## config.mk

```make
export PLATFORM = sky130hd
export DESIGN_NAME = i2s_serializer
export DESIGN_NICKNAME = d
export VERILOG_FILES = /design/src/rtl/i2s_serializer.sv
export SDC_FILE = /design/constraint.sdc
export NUM_CORES = 1
export LEC_CHECK = 0
export ABC_AREA = 1
export ABC_CLOCK_PERIOD_IN_PS = 3100
export CORE_UTILIZATION = 60
export CTS_CLUSTER_DIAMETER = 40
export CTS_CLUSTER_SIZE = 28
export DETAILED_ROUTE_END_ITERATION = 7
export GPL_ROUTABILITY_DRIVEN = 1
export PLACE_DENSITY = 0.86
export SLEW_MARGIN = 20
export SYNTH_ARGS = -nofsm -noshare
export SYNTH_HDL_FRONTEND = slang
export SYNTH_SLANG_ARGS = --single-unit
```

## constraint.sdc

```tcl
create_clock -name clkin -period 3.1 [get_ports clkin]
set_input_delay 0.62 -clock clkin [delete_from_list [all_inputs] [get_ports clkin]]
set_output_delay 0.62 -clock clkin [all_outputs]
set_load 0.01 [all_outputs]
```

## src/rtl/i2s_serializer.sv

```systemverilog
// i2s_serializer
// Serialises stereo PCM sample pairs into an I2S stream (bck_out / lrck / sdata).
// Runs entirely on clkin. The bit clock arrives as bck_in, a divided clock that is
// generated synchronously on clkin. Only its falling edges advance the serializer.
// A one-pair holding buffer behind a valid/ready handshake feeds the active registers.
// The active registers reload at every frame start. If the buffer is empty at that
// point, the frame is played as silence and the underrun output pulses.
// Optional feature macro: I2S_SERIALIZER_UNDERRUN_COUNT_EN adds the saturating
// underrun_count output and its CNT_WIDTH parameter.
module i2s_serializer #(
    parameter int SAMPLE_WIDTH = 24,
    parameter int SLOT_WIDTH   = 32
`ifdef I2S_SERIALIZER_UNDERRUN_COUNT_EN
    ,
    parameter int CNT_WIDTH    = 16
`endif
) (
    input  logic                    clkin,
    input  logic                    reset,
    input  logic                    bck_in,
    input  logic                    sample_valid,
    output logic                    sample_ready,
    input  logic [SAMPLE_WIDTH-1:0] sample_left,
    input  logic [SAMPLE_WIDTH-1:0] sample_right,
    output logic                    bck_out,
    output logic                    lrck,
    output logic                    sdata,
    output logic                    underrun
`ifdef I2S_SERIALIZER_UNDERRUN_COUNT_EN
    ,
    output logic [CNT_WIDTH-1:0]    underrun_count
`endif
);

    localparam int FRAME_BITS = 2 * SLOT_WIDTH;
    localparam int BW         = $clog2(FRAME_BITS);
    localparam int PW         = $clog2(SLOT_WIDTH);
    localparam logic [BW-1:0] LAST_BIT = BW'(FRAME_BITS - 1);
    localparam logic [BW-1:0] SLOT_W   = BW'(SLOT_WIDTH);

    logic                    bck_d_q;
    logic                    bck_out_q;
    logic [BW-1:0]           bit_cnt_q,   bit_cnt_d;
    logic                    lrck_q,      lrck_d;
    logic                    sdata_q,     sdata_d;
    logic                    underrun_q,  underrun_d;
    logic                    hold_full_q, hold_full_d;
    logic [SAMPLE_WIDTH-1:0] hold_l_q,    hold_l_d;
    logic [SAMPLE_WIDTH-1:0] hold_r_q,    hold_r_d;
    logic [SAMPLE_WIDTH-1:0] act_l_q,     act_l_d;
    logic [SAMPLE_WIDTH-1:0] act_r_q,     act_r_d;

    logic                    fall;
    logic [BW-1:0]           k;
    logic                    in_right;
    logic [PW-1:0]           p;
    logic                    frame_start;
    logic                    accept;
    logic [SLOT_WIDTH-1:0]   slot_l;
    logic [SLOT_WIDTH-1:0]   slot_r;

    // Edge detection and slot position of the bit being launched on this fall.
    assign fall        = bck_d_q & ~bck_in;
    assign k           = (bit_cnt_q == LAST_BIT) ? '0 : bit_cnt_q + BW'(1);
    assign in_right    = (k >= SLOT_W);
    assign p           = in_right ? PW'(k - SLOT_W) : PW'(k);
    assign frame_start = fall & (k == '0);
    assign accept      = sample_valid & ~hold_full_q;

    // Lay each active sample out as a slot image indexed by slot position p.
    // Position 0 is the I2S one-bit delay. Positions 1..SAMPLE_WIDTH carry the
    // sample MSB first. The remaining positions are zero padding.
    generate
        for (genvar gi = 0; gi < SLOT_WIDTH; gi++) begin : g_slot
            if (gi >= 1 && gi <= SAMPLE_WIDTH) begin : g_data
                assign slot_l[gi] = act_l_q[SAMPLE_WIDTH-gi];
                assign slot_r[gi] = act_r_q[SAMPLE_WIDTH-gi];
            end else begin : g_pad
                assign slot_l[gi] = 1'b0;
                assign slot_r[gi] = 1'b0;
            end
        end
    endgenerate

    // Next-state logic: bit position and serial outputs, handshake buffer, frame reload.
    always_comb begin
        bit_cnt_d   = bit_cnt_q;
        lrck_d      = lrck_q;
        sdata_d     = sdata_q;
        underrun_d  = 1'b0;
        hold_full_d = hold_full_q;
        hold_l_d    = hold_l_q;
        hold_r_d    = hold_r_q;
        act_l_d     = act_l_q;
        act_r_d     = act_r_q;

        if (fall) begin
            bit_cnt_d = k;
            lrck_d    = in_right;
            sdata_d   = in_right ? slot_r[p] : slot_l[p];
        end

        if (accept) begin
            hold_l_d    = sample_left;
            hold_r_d    = sample_right;
            hold_full_d = 1'b1;
        end

        // The reload happens on the p==0 fall, so the p==1 bit already uses the new pair.
        // accept and a full buffer are mutually exclusive. A pair accepted on the frame
        // start therefore stays in hold for the next frame.
        if (frame_start) begin
            if (hold_full_q) begin
                act_l_d     = hold_l_q;
                act_r_d     = hold_r_q;
                hold_full_d = 1'b0;
            end else begin
                act_l_d    = '0;
                act_r_d    = '0;
                underrun_d = 1'b1;
            end
        end
    end

    // State registers. bck_out is a plain one-cycle delay of bck_in, so it lines up
    // with lrck and sdata.
    always_ff @(posedge clkin) begin
        if (reset) begin
            bck_d_q     <= 1'b0;
            bck_out_q   <= 1'b0;
            bit_cnt_q   <= LAST_BIT;
            lrck_q      <= 1'b1;
            sdata_q     <= 1'b0;
            underrun_q  <= 1'b0;
            hold_full_q <= 1'b0;
            hold_l_q    <= '0;
            hold_r_q    <= '0;
            act_l_q     <= '0;
            act_r_q     <= '0;
        end else begin
            bck_d_q     <= bck_in;
            bck_out_q   <= bck_in;
            bit_cnt_q   <= bit_cnt_d;
            lrck_q      <= lrck_d;
            sdata_q     <= sdata_d;
            underrun_q  <= underrun_d;
            hold_full_q <= hold_full_d;
            hold_l_q    <= hold_l_d;
            hold_r_q    <= hold_r_d;
            act_l_q     <= act_l_d;
            act_r_q     <= act_r_d;
        end
    end

    assign sample_ready = ~hold_full_q;
    assign bck_out      = bck_out_q;
    assign lrck         = lrck_q;
    assign sdata        = sdata_q;
    assign underrun     = underrun_q;

`ifdef I2S_SERIALIZER_UNDERRUN_COUNT_EN
    logic [CNT_WIDTH-1:0] cnt_q, cnt_d;

    // Saturating count of underruns. It steps on the same edge that raises underrun.
    always_comb begin
        cnt_d = cnt_q;
        if (underrun_d && !(&cnt_q)) begin
            cnt_d = cnt_q + CNT_WIDTH'(1);
        end
    end

    // Counter register. Only reset clears it.
    always_ff @(posedge clkin) begin
        if (reset) begin
            cnt_q <= '0;
        end else begin
            cnt_q <= cnt_d;
        end
    end

    assign underrun_count = cnt_q;
`endif

endmodule

```

# Word-level counts from Yosys, hierarchy flattened
# Cells that the tools add are included.
dict set report word_totals {
  ram_bits 0
  romBits 0
  latch_bits 0
  n_memories 0
  reg_bits 107
  output_inout_bits 5
  wordCells 36
  inputBits 52
}
dict set report op_classes {
  bitwise 6
  addsub 2
  n_div 0
  eq_ne 1
  muxes 13
  shift 0
  mul 0
  magnitude_cmp 2
  reduce_logical 2
}
# cell count
set ops {}
lappend ops {{two-way mux 24 bit} 2}
lappend ops {{binary-select mux 1 bit (select 5 bit)} 2}
lappend ops {{two-way mux 1 bit} 7}
lappend ops {{adder 6 x 1 -> 6 bit, second input constant} 1}
lappend ops {{== test 6 bit, second input constant} 1}
lappend ops {{>= comparator 6 bit, second input constant} 1}
lappend ops {{zero test 6 bit} 1}
lappend ops {{less-than comparator 5 x 6 -> 1 bit, second input constant} 1}
lappend ops {{two-way mux 6 bit} 1}
lappend ops {{two-way mux 5 bit} 1}
lappend ops {{subtractor 5 x 1 -> 5 bit, second input constant} 1}
lappend ops {{AND 1 bit} 3}
lappend ops {{NOT 1 bit} 3}
lappend ops {{OR reduction 2 bit} 1}

# Longest topological paths before layout
dict set report depth {
  depth_word 7
  depth_mapped 15
  depth_no_buf 15
}

# Least setup slack after synthesis
# No wires, ideal clock.
dict set report synth_path {
  path_kind {reg-to-reg}
  from {reg bit_cnt_q[0]}
  to {reg act_l_q[10]}
  setup_time_ps 146
  path_slack_ps 1249
  t_arrival_ps 1704
  path_stages_with_launch 13
  required_ps 2954
  path_cell_list {dfxtp_1 -> ha_1 -> nand2_2 -> nor2_2 -> or2_1 -> nand2_2 -> inv_2 -> nor2_2 -> nand4_2 -> buf_6 -> buf_2 -> a21oi_1 -> a211oi_2}
}
dict set report synth_between {
  elab_chain_len 4
}
# item line_no
set synth_rtl {}
lappend synth_rtl {{from (decl)} 43} ;# logic [BW-1:0] bit_cnt_q, bit_cnt_d;
lappend synth_rtl {{from (signal assigned)} 143} ;# bit_cnt_q <= bit_cnt_d;
lappend synth_rtl {{adder 6 x 1 -> 6 bit / == test 6 bit (equally long branches)} 64} ;# assign k = (bit_cnt_q == LAST_BIT) ? '0 : bit_cnt_q + BW'(1);
lappend synth_rtl {{two-way mux 6 bit (*)} 64}
lappend synth_rtl {{zero test 6 bit (*)} 67} ;# assign frame_start = fall & (k == '0);
lappend synth_rtl {{AND 1 bit (*)} 67}
lappend synth_rtl {{to (signal assigned)} 150} ;# act_l_q <= act_l_d;
lappend synth_rtl {{to (decl)} 50} ;# logic [SAMPLE_WIDTH-1:0] act_l_q, act_l_d;
# Mark *: on every way between the ends. The rest lies on a longest branch, timed or not.
# A chain may end at the register's enable or synchronous reset.

# Final worst setup path
dict set report layout_path {
  from {reg bit_cnt_q[0]}
  to {reg sdata_q (netlist: sdata)}
}
dict set report layout_between {
  elab_chain_len 7
}
# item line_no
set layout_rtl {}
lappend layout_rtl {{adder 6 x 1 -> 6 bit / == test 6 bit (equally long branches)} 64}
lappend layout_rtl {{two-way mux 6 bit (*)} 64}
lappend layout_rtl {{subtractor 5 x 1 -> 5 bit / >= comparator 6 bit (equally long branches)} {66, 65}}
lappend layout_rtl {{two-way mux 5 bit} 66} ;# assign p = in_right ? PW'(k - SLOT_W) : PW'(k);
lappend layout_rtl {{binary-select mux 1 bit (select 5 bit)} 100} ;# sdata_d = in_right ? slot_r[p] : slot_l[p];
lappend layout_rtl {{two-way mux 1 bit (not written as such)} 100}
lappend layout_rtl {{two-way mux 1 bit (*)} 100}
lappend layout_rtl {{to (signal assigned)} 145} ;# sdata_q <= sdata_d;
lappend layout_rtl {{to (decl)} 45} ;# logic sdata_q, sdata_d;
# Mark *: on every way between the ends. The rest lies on a longest branch, timed or not. The select of a mux whose other input is x is not followed.

==> key figures <==
Status
  • Result of the run: finished clean

Critical path
  • R2r endpoint: sdata$_SDFFE_PP0P_
  • Nature of the critical path startpoint: flip-flop
  • Required time of the worst setup path: 3.35 ns
  • Cell count of the worst reg-to-reg path: 15
  • Reg-to-reg slack, setup: about 0.7 ns
  • Beginning of the worst register-to-register path: bit_cnt_q[0]$_SDFFE_PP1P_
  • Origin of the worst setup path: bit_cnt_q[0]$_SDFFE_PP1P_
  • Top fanout value on the critical path: 20
  • Setup Crit Path Kind: flip-flop to flip-flop
  • Setup crit end kind: flip-flop
  • Critical Path Sink: sdata$_SDFFE_PP0P_
  • Arrival time of the worst setup path: 2.66 ns

Clock network
  • TritonCTS Buffers: 9
  • Sinks on the clock net: 107
  • Clock root buffer master: clkbuf_8
  • Cells resized by post-CTS repair: 0
  • Bufs on Longest Clock Path: 2
  • Number of buffers added for setup after CTS: 0
  • Level count of the clock H-tree: 3
  • Source-to-sink clock delay at the later pin of the worst-skew pair: ~0.38 ns
  • CTS Hold Bufs: 0
  • Clock tree from TritonCTS: built
  • CTS clk-pin slew, worst paths: ~0.10 ns

Pwr
  • Total Power Consumption: roughly 0.0029 W
  • Worst-case vdd ir drop: roughly 0.00032 V
  • Static Leak: approximately 2.2 nW
  • Cell Pwr Density: roughly 520 mW/mm2

Timing
  • Worst max-slew margin expressed relative to the limit: between 50% and 60%
  • Actual slew at the worst max-slew pin: roughly 0.61 ns
  • Share of the clock period used by the worst path after layout: 77.7%
  • Time the worst path needs with I/O delays and setup: around 2.4 ns
  • Max Clk Rate: 0.415 GHz
  • Final Slew Violations: 0
  • Count of final setup violators: 0
  • Total count of hold-check failures in the final report: 0
  • Accumulated negative setup slack: 0 ns
  • RSZ-0062 raised after global routing: no
  • Setup skew after layout: a little under 0.009 ns
  • Post-route setup slack: between 0.6 and 0.7 ns

Yosys
  • Net count after synthesis: between 600 and 700
  • Flip-flop and latch count after synthesis: 107
  • Sequential cell area fraction in the yosys report: between 40% and 50%
  • Mean cell area of the mapped netlist: roughly 7.7 um2
  • Share of Yosys cell area claimed by the top area cell type: 45.1%
  • Synthesized instance count: slightly above 600
  • Number of warnings issued by yosys: 0
  • Netlist area before placement: 0.00475 mm2
  • Distinct cell type count after synthesis: 26
  • Cell taking the most area after synthesis: dfxtp_1
  • Largest cells by area after synthesis: dfxtp_1, a211oi_2, nor2_1, nand3_1, o21ai_0

Placed design
  • Final weighted congestion in routability-driven placement: between 0.8 and 0.9
  • Post-Place Setup Slack: 0.609 ns
  • Number of buffer cells added on primary ports: 56
  • Detailed-placement wirelength estimate: between 6 and 7 mm

Final layout
  • Layout cell share with drive strength beyond 1: about an eighth
  • Top library cells by usage in the layout, fill and taps aside: nor2_1, dfxtp_1, nand2_1, nand3_1, inv_1
  • Diodes inserted: 0
  • Area delta synth->final: 16.4%
  • Net total in the final layout: 702
  • Most common library cell in the layout ignoring fill and taps: nor2_1

Global routing
  • Largest net degree at the start of global routing: just over 50
  • Gr usage total: approximately a quarter
  • Overflow left after global routing: 0
  • Number of antenna violations at the first check in global routing: 0
  • Via count of the first global-routing pass: 3943
  • Wire length of the first global-routing pass: between 15 and 20 mm

Detailed routing
  • Detailed Route Iter0 Violations: between 200 and 250
  • Total detailed-routing wirelength: a little over 10 mm
  • Remaining antenna violation count after routing: 0
  • Vias per cell: 5.46
  • Detailed-router iteration count before antenna repair: 5
  • DRC violations left: 0
  • Via Count: ~4100
  • Routed WL per cell: 13.4 um

Die
  • Count of boundary I/O pins: 57
  • Standard cell core area: between 0.007 and 0.008 mm2
  • Effective utilization at floorplan: approximately three fifths
  • Die outline height: a little over 90 um
  • DIE WIDTH: slightly above 90 um
  • Overall die area: ~0.0083 mm2
  • Site row count: 32

Job
  • Number of max-capacitance violations reported: 0

Hold path
  • Worst Hold Class: flip-flop to flip-flop
## layout make-up
type	instances	area, um2
Multi-Input combinational cell	401	2160
Fill cell	615	2160
Sequential cell	107	2140
Timing Repair Buffer	69	666
Inverter	61	229
Clock buffer	10	138
Tap cell	102	128
Clock inverter	6	72.6
## state kept, by name (all words and copies together), names as in the netlist
| name | flops |
|---|---|
| bck_out | 1 |
| hold_full_q | 1 |
| bit_cnt_q | 6 |
| hold_r_q | 24 |
| underrun | 1 |
| lrck | 1 |
| act_r_q | 24 |
| hold_l_q | 24 |
| sdata | 1 |
| act_l_q | 24 |
## synthesized netlist by cell type, drive strengths merged
| cell | count |
|---|---|
| nor2 | 111 |
| o21bai | 1 |
| nand2 | 68 |
| buf | 18 |
| dfxtp | 107 |
| a21oi | 48 |
| o211ai | 2 |
| clkinv | 1 |
| ha | 1 |
| o21ai | 63 |
| inv | 60 |
| clkbuf | 28 |
| nand3 | 60 |
| a211oi | 42 |
| nand4 | 3 |
| or2 | 2 |
## metrics by stage
step / hold WS (ns) / area [um2] / cells / utilization [%]
floorplan: 0.441 / 4750 / 615 / -
global placement: 0.443 / 5320 / 740 / 69.2
detailed placement: 0.461 / 5320 / 740 / 69.2
CTS: 0.479 / 5530 / 756 / 72.0
global route: 0.488 / 5530 / 756 / 72.0
finish: 0.468 / 5530 / 756 / 72.0
## power breakdown
| group | switching, W | leakage [nW] | internal (W) |
|---|---|---|---|
| combinational | 0.000294 | 1.25 | 0.000192 |
| sequential | 0.0000424 | 0.877 | 0.00146 |
| clock | 0.000477 | 0.103 | 0.000402 |
| total | 0.000813 | 2.23 | 0.00205 |
## worst min path at each step
stage,start,end,cells after the start
final,hold_l_q[16]$_SDFFE_PP0P_,act_l_q[16]$_SDFFE_PP0N_,2
after global routing,act_l_q[17]$_SDFFE_PP0N_,act_l_q[17]$_SDFFE_PP0N_,2
after CTS,act_l_q[18]$_SDFFE_PP0N_,act_l_q[18]$_SDFFE_PP0N_,2
after detailed placement,hold_r_q[20]$_SDFFE_PP0P_,act_r_q[20]$_SDFFE_PP0N_,2
after global placement,lrck$_SDFFE_PP1P_,lrck$_SDFFE_PP1P_,2
after floorplan,hold_l_q[0]$_SDFFE_PP0P_,act_l_q[0]$_SDFFE_PP0N_,2
## cell families after synthesis
kind of cell | count (synthesis) | share of synthesized area, %
fa+ha+maj | 1 | 0.263
compound gates | 156 | 23.4
flops | 107 | 45.1
buf+inv | 107 | 9.69
simple gates | 244 | 21.6
## routing by layer
| layer | wire (um) | vias up | GRT usage, % | part of all wire [%] |
|---|---|---|---|---|
| met5 | 0 | - | 0 | 0 |
| met4 | 208 | 0 | 11.4 | 2.1 |
| met3 | 489 | 23 | 5.70 | 4.8 |
| met2 | 4940 | 106 | 45.7 | 49 |
| met1 | 4500 | 1910 | 31.7 | 44 |
| li1 | - | 2087 | - | - |
## worst max-delay path, cell delays in order (launching register included)
cell and delay [ns]:
dfxtp_1 0.43, ha_1 0.25, nand3_1 0.14, o21bai_2 0.43
buf_4 0.33, nand2_1 0.08, nand3_1 0.07, nand2_1 0.06
nand2_1 0.05, nand2_1 0.04, nor2_1 0.08, nand2_1 0.07
nand3_1 0.08, nand2_1 0.06, inv_1 0.05, a21oi_1 0.05
No activity file was read; power rests on OpenSTA's default activity.
